## src/rtl/sipo_rx_pkg.sv

```systemverilog
// Shared types and helpers for the serial-in / parallel-out frame receiver.
// Contents:
//   rx_state_e      receiver FSM states
//   DATA_W_DEFAULT  default number of data bits per frame
//   cnt_width()     bit-counter width able to hold 0..DATA_W
package sipo_rx_pkg;

    typedef enum logic [1:0] {
        IDLE   = 2'd0,
        SHIFT  = 2'd1,
        PARITY = 2'd2,
        COMMIT = 2'd3
    } rx_state_e;

    localparam int unsigned DATA_W_DEFAULT = 8;

    function automatic int unsigned cnt_width(input int unsigned data_w);
        return $clog2(data_w + 1);
    endfunction

endpackage

```

## src/rtl/sipo_shift_core.sv

```systemverilog
// DATA_W-bit MSB-first shift register with a bit counter.
// Ports:
//   clk, reset_n  clock, asynchronous active-low reset
//   clear         zero the register and the counter (start of frame)
//   shift_en      shift bit_in into the LSB and increment the counter
//   bit_in        serial data bit
//   shreg         shift register contents
//   count         number of bits shifted since the last clear
module sipo_shift_core
    import sipo_rx_pkg::*;
#(
    parameter int unsigned DATA_W = DATA_W_DEFAULT,
    localparam int unsigned CNT_W = cnt_width(DATA_W)
) (
    input  logic              clk,
    input  logic              reset_n,
    input  logic              clear,
    input  logic              shift_en,
    input  logic              bit_in,
    output logic [DATA_W-1:0] shreg,
    output logic [CNT_W-1:0]  count
);

    // Clearing also wipes stale bits so an aborted frame leaves nothing behind.
    always_ff @(posedge clk or negedge reset_n) begin
        if (!reset_n) begin
            shreg <= '0;
            count <= '0;
        end else if (clear) begin
            shreg <= '0;
            count <= '0;
        end else if (shift_en) begin
            shreg <= {shreg[DATA_W-2:0], bit_in};
            count <= count + CNT_W'(1);
        end
    end

endmodule

```

## src/rtl/sipo_frame_receiver.sv

```systemverilog
// Serial frame receiver: start bit, DATA_W data bits MSB-first, optional
// even-parity bit, then the word is offered on a valid/ready parallel port.
// Build option: define RX_PARITY_EN to expect a parity bit and expose parity_err.
// Ports:
//   clk, reset_n  clock, asynchronous active-low reset
//   serial_in     serial line (idles low)
//   serial_en     bit strobe; serial_in is sampled only when high
//   data_out      received word, held while out_valid
//   out_valid     word available
//   out_ready     consumer accepts the word on out_valid & out_ready
//   busy          frame in progress
//   overflow      sticky: a completed word was dropped
//   ovf_clr       synchronous clear of the sticky flags
//   parity_err    sticky parity failure (RX_PARITY_EN only)
module sipo_frame_receiver
    import sipo_rx_pkg::*;
#(
    parameter int unsigned DATA_W = DATA_W_DEFAULT
) (
    input  logic              clk,
    input  logic              reset_n,
    input  logic              serial_in,
    input  logic              serial_en,
    output logic [DATA_W-1:0] data_out,
    output logic              out_valid,
    input  logic              out_ready,
    output logic              busy,
    output logic              overflow,
    input  logic              ovf_clr
`ifdef RX_PARITY_EN
    ,
    output logic              parity_err
`endif
);

    localparam int unsigned CNT_W = cnt_width(DATA_W);

    rx_state_e          state;
    rx_state_e          state_next;
    logic [DATA_W-1:0]  shreg;
    logic [CNT_W-1:0]   count;
    logic               slot_free_c;
    logic               clear_c;
    logic               shift_c;
    logic               load_c;
    logic               drop_c;
`ifdef RX_PARITY_EN
    logic               par_bad;
    logic               par_sample_c;
    logic               par_fail_c;
`endif

    // Output slot can take a word if empty or being drained this cycle.
    assign slot_free_c = !out_valid || out_ready;

    sipo_shift_core #(
        .DATA_W (DATA_W)
    ) u_shift_core (
        .clk      (clk),
        .reset_n  (reset_n),
        .clear    (clear_c),
        .shift_en (shift_c),
        .bit_in   (serial_in),
        .shreg    (shreg),
        .count    (count)
    );

    // State register.
    always_ff @(posedge clk or negedge reset_n) begin
        if (!reset_n) begin
            state <= IDLE;
        end else begin
            state <= state_next;
        end
    end

    // Next-state and datapath controls.
    always_comb begin
        state_next   = state;
        clear_c      = 1'b0;
        shift_c      = 1'b0;
        load_c       = 1'b0;
        drop_c       = 1'b0;
`ifdef RX_PARITY_EN
        par_sample_c = 1'b0;
        par_fail_c   = 1'b0;
`endif
        case (state)
            IDLE: begin
                if (serial_en && serial_in) begin
                    state_next = SHIFT;
                    clear_c    = 1'b1;
                end
            end
            SHIFT: begin
                if (serial_en) begin
                    shift_c = 1'b1;
                    // The edge sampling the last data bit also leaves SHIFT.
                    if (count == CNT_W'(DATA_W - 1)) begin
`ifdef RX_PARITY_EN
                        state_next = PARITY;
`else
                        state_next = COMMIT;
`endif
                    end
                end
            end
            PARITY: begin
`ifdef RX_PARITY_EN
                if (serial_en) begin
                    par_sample_c = 1'b1;
                    state_next   = COMMIT;
                end
`else
                state_next = IDLE;
`endif
            end
            COMMIT: begin
                state_next = IDLE;
`ifdef RX_PARITY_EN
                if (par_bad) begin
                    par_fail_c = 1'b1;
                end else
`endif
                if (slot_free_c) begin
                    load_c = 1'b1;
                end else begin
                    drop_c = 1'b1;
                end
            end
            default: begin
                state_next = IDLE;
            end
        endcase
    end

`ifdef RX_PARITY_EN
    // Even parity: data bits plus parity bit must hold an even number of ones.
    always_ff @(posedge clk or negedge reset_n) begin
        if (!reset_n) begin
            par_bad <= 1'b0;
        end else if (clear_c) begin
            par_bad <= 1'b0;
        end else if (par_sample_c) begin
            par_bad <= (^shreg) ^ serial_in;
        end
    end
`endif

    // Output port, handshake and sticky flags; a set beats a same-cycle clear.
    always_ff @(posedge clk or negedge reset_n) begin
        if (!reset_n) begin
            data_out   <= '0;
            out_valid  <= 1'b0;
            busy       <= 1'b0;
            overflow   <= 1'b0;
`ifdef RX_PARITY_EN
            parity_err <= 1'b0;
`endif
        end else begin
            busy <= (state_next != IDLE);
            if (load_c) begin
                data_out  <= shreg;
                out_valid <= 1'b1;
            end else if (out_valid && out_ready) begin
                out_valid <= 1'b0;
            end
            if (drop_c) begin
                overflow <= 1'b1;
            end else if (ovf_clr) begin
                overflow <= 1'b0;
            end
`ifdef RX_PARITY_EN
            if (par_fail_c) begin
                parity_err <= 1'b1;
            end else if (ovf_clr) begin
                parity_err <= 1'b0;
            end
`endif
        end
    end

endmodule

```

## config.mk

```make
export PLATFORM = sky130hd
export DESIGN_NAME = sipo_frame_receiver
export DESIGN_NICKNAME = d
export VERILOG_FILES = /design/src/rtl/sipo_rx_pkg.sv /design/src/rtl/sipo_shift_core.sv /design/src/rtl/sipo_frame_receiver.sv
export SDC_FILE = /design/constraint.sdc
export NUM_CORES = 1
export LEC_CHECK = 0
export CORE_ASPECT_RATIO = 1.4
export CORE_UTILIZATION = 53
export CTS_CLUSTER_DIAMETER = 80
export DETAILED_ROUTE_END_ITERATION = 6
export DONT_BUFFER_PORTS = 1
export PLACE_DENSITY = 0.73
export SYNTH_ARGS = -nofsm -noshare
export SYNTH_HDL_FRONTEND = slang
export SYNTH_SLANG_ARGS = --single-unit
export TNS_END_PERCENT = 1
```

## constraint.sdc

```tcl
create_clock -name clk -period 1.3 [get_ports clk]
set_input_delay 0.065 -clock clk [delete_from_list [all_inputs] [get_ports clk]]
set_output_delay 0.065 -clock clk [all_outputs]
set_load 0.02 [all_outputs]
```

==> reports/results.txt <==
Yosys top cell area share: 59.81%
number of remaining DRC errors: 0
status: finished clean
wire length per cell: 15.62 um
Initial Utilization: 58.06%
cells after synthesis: 81
yosys warns: 0
CTS H-tree depth: 1
commonest cells in the netlist: dfrtp_1, nand2_1, mux2_4
Netlist cell types: 26
CTS max path bufs: 2
leading area contributor after synthesis: dfrtp_1
clk_lat worst skew: 0.31 ns
pwr dens: 1999 nW/um2
Die X: 39.55 um
sequential power share: 57.0%
wirelength, routed: 1843 um
total net switching power: 0.8575 mW
smallest hold slack: 0.1635 ns
Overall Global Routing Usage: 21.07%
CP max FO: 4
Seq/Total Area, Yosys: 59.81%
r2r endpoint: u_shift_core.count[1]$_DFFE_PN0P_
Sink Count: 25
PortBufs: 0
Worst Setup End Kind: flip-flop
vias in the first global route: 729
Mapped Area: 1046 um2
R2R setup slack: 0.03 ns
worst min-delay path class: in2reg
largest cells by area after synthesis: dfrtp_1, mux2_4, nand2_1, a21oi_1, a22o_1
Reg area: 625.6 um2
layout cells sized above 1: 29.59%
Detailed Place HPWL: 1245 um
CTS tree: done
fillers: 135
startpoint types: flip-flop
Post-Layout Cell Count: 118
Rows: 18
Clock Power Share: 13.5%
Worst Reg-to-Reg Cells: 4
Max transition margin: 26.97%
clock slew at reported path FFs: 0.13 ns
Util after Layout: 68.54%
Max Freq: 784.7 MHz
Tcrit/Tclk final: 98.03%
Top FF cell, synth: dfrtp_1
area delta synth->final: 18.06%
Final Hold Fails: 0
antenna-violating nets left: 0
core area: 1802 um2
most common cell in the synthesized netlist: dfrtp_1
Avg Synthesized Cell Area: 12.91 um2
Via Count: 654
Max Cap Viol: 0
FFs w/ async S/R, synth: 100.0%
worst-margin pin slew: 1.092 ns
Multi-input gate area: 400.4 um2
RSZ-0062 raised after global routing: yes
Post-synth EDFFs: 0
sw frac: 34.73%
CP Class: reg2reg
total grt overflow: 0
Pleak: 0.5892 nW
Internal Power: 1.611 mW
Slew Limit Fails: 0
post-synthesis register bit count: 25
syn nets: 88
first-pass GRT wire length: 2994 um
Arr. time, crit path: 1.48 ns
post-route minimum period: 1.274 ns
Fin Clk Skew: 0.009925 ns
Die Ht: 54.57 um
First-pass DRT Iterations: 4
placer congestion estimate: 0.6571
Hold Startpoint: serial_en
dpl cells: 105
Reg2Reg Launch Point: state[1]$_DFF_PN0_
Vias/cell: 5.542
Iteration-0 DRC Markers: 9
CTS Buf Count: 3
io pins: 17
initial antenna violation count: 0
count of final setup violators: 0
hold endpoint: u_shift_core.count[0]$_DFFE_PN0P_
Peak VDD IR: 1043 uV
Combinational Power Share: 29.5%
total power: 2.469 mW
Ant. Diodes: 0
critical path required time: 1.51 ns
Final #Nets: 106
die area: 2158 um2
Worst Hold Depth: 3
CTS root buf: clkbuf_4
largest net degree at the start of global routing: 26
## layout make-up
cell class	count	area share, %
Multi-Input combinational cell	51	32.42
Clock buffer	3	1.824
Timing Repair Buffer	16	12.06
Tap cell	20	2.026
Sequential cell	25	50.66
Inverter	2	0.6079
Clock inverter	1	0.4053
## kinds of logic (layout without fill, tap and decap cells)
| logic type | after synthesis | after routing | share of synthesized area, % |
|---|---|---|---|
| XOR/XNOR | 2 | 2 | 1.675 |
| buffers and inverters | 5 | 22 | 2.990 |
| multiplexers | 8 | 8 | 11.48 |
| AO/OA/AOI/OAI | 14 | 14 | 8.732 |
| flip-flops | 25 | 25 | 59.81 |
| AND/OR/NAND/NOR | 26 | 26 | 14.12 |
| adder cells (fa/ha/maj) | 1 | 1 | 1.196 |
## worst max path at each step
stage                           from                                end  slack [ns]
2_1_floorplan  out_valid$_DFFE_PN0P_            data_out[0]$_DFFE_PN0P_        0.03
3_3_place_gp      state[1]$_DFF_PN0_            data_out[0]$_DFFE_PN0P_        0.07
3_5_place_dp      state[0]$_DFF_PN0_            data_out[4]$_DFFE_PN0P_     -0.0004
4_1_cts           state[1]$_DFF_PN0_  u_shift_core.count[1]$_DFFE_PN0P_        0.01
5_1_grt        out_valid$_DFFE_PN0P_            data_out[4]$_DFFE_PN0P_       -0.03
6_report          state[1]$_DFF_PN0_  u_shift_core.count[1]$_DFFE_PN0P_        0.03
## state kept, by name (all words and copies together) (netlist names)
name                flops
u_shift_core.shreg      8
out_valid               1
overflow                1
data_out                8
state                   2
u_shift_core.count      4
busy                    1
## worst max-delay path: stages, from the launching register on
cell,delay (ns)
dfrtp_1,0.44
buf_4,0.15
and4bb_2,0.31
nor2_1,0.08
a22o_1,0.19
## metrics by stage
| step | setup TNS, ns | area, um2 | setup slack [ns] |
|---|---|---|---|
| 3_3_place_gp | 0 | 1112 | 0.07103 |
| 4_1_cts | 0 | 1217 | 0.01217 |
| 6_report | 0 | 1235 | 0.02563 |
| 3_5_place_dp | -0.0005513 | 1112 | -0.0004241 |
| 5_1_grt | -0.2139 | 1235 | -0.03288 |
| 2_1_floorplan | 0 | 1046 | 0.03023 |
## power groups by stage
stage	Sequential, mW	Combinational (mW)	Clock [mW]
after global placement	1.42	0.596	0
after detailed placement	1.44	0.624	0
after global routing	1.45	0.807	0.367
after CTS	1.41	0.717	0.348
after floorplan	1.38	0.487	0
final	1.41	0.728	0.334
## metal layers
metal  GRT usage, %  part of all wire, %  wire (um)  up-vias
met5              0                    0          0        -
met2          40.98                   57       1054       11
met1          20.64                   39        716      331
li1               -                    -          -      308
met4          10.34                  1.7         32        0
met3          2.439                  2.2         40        4
## layout by cell type, fill, tap and decap left out, drive strengths merged, types with 2 or more instances in the layout
master	instances
a21o	2
a21oi	7
a22o	3
buf	11
clkbuf	3
dfrtp	25
dlygate4sd3	5
inv	2
mux2	8
nand2	14
nor2	3
## timing repair
| action | CTS | global route |
|---|---|---|
| buffers inserted | 3 | 1 |
| endpoints found under the hold margin | 30 | 0 |
| pin swaps | 0 | 1 |
| hold buffers | 5 | 0 |
| resized for setup | 1 | 3 |
| setup endpoints to repair | 8 | 15 |
(Power assumes the default switching activity.)
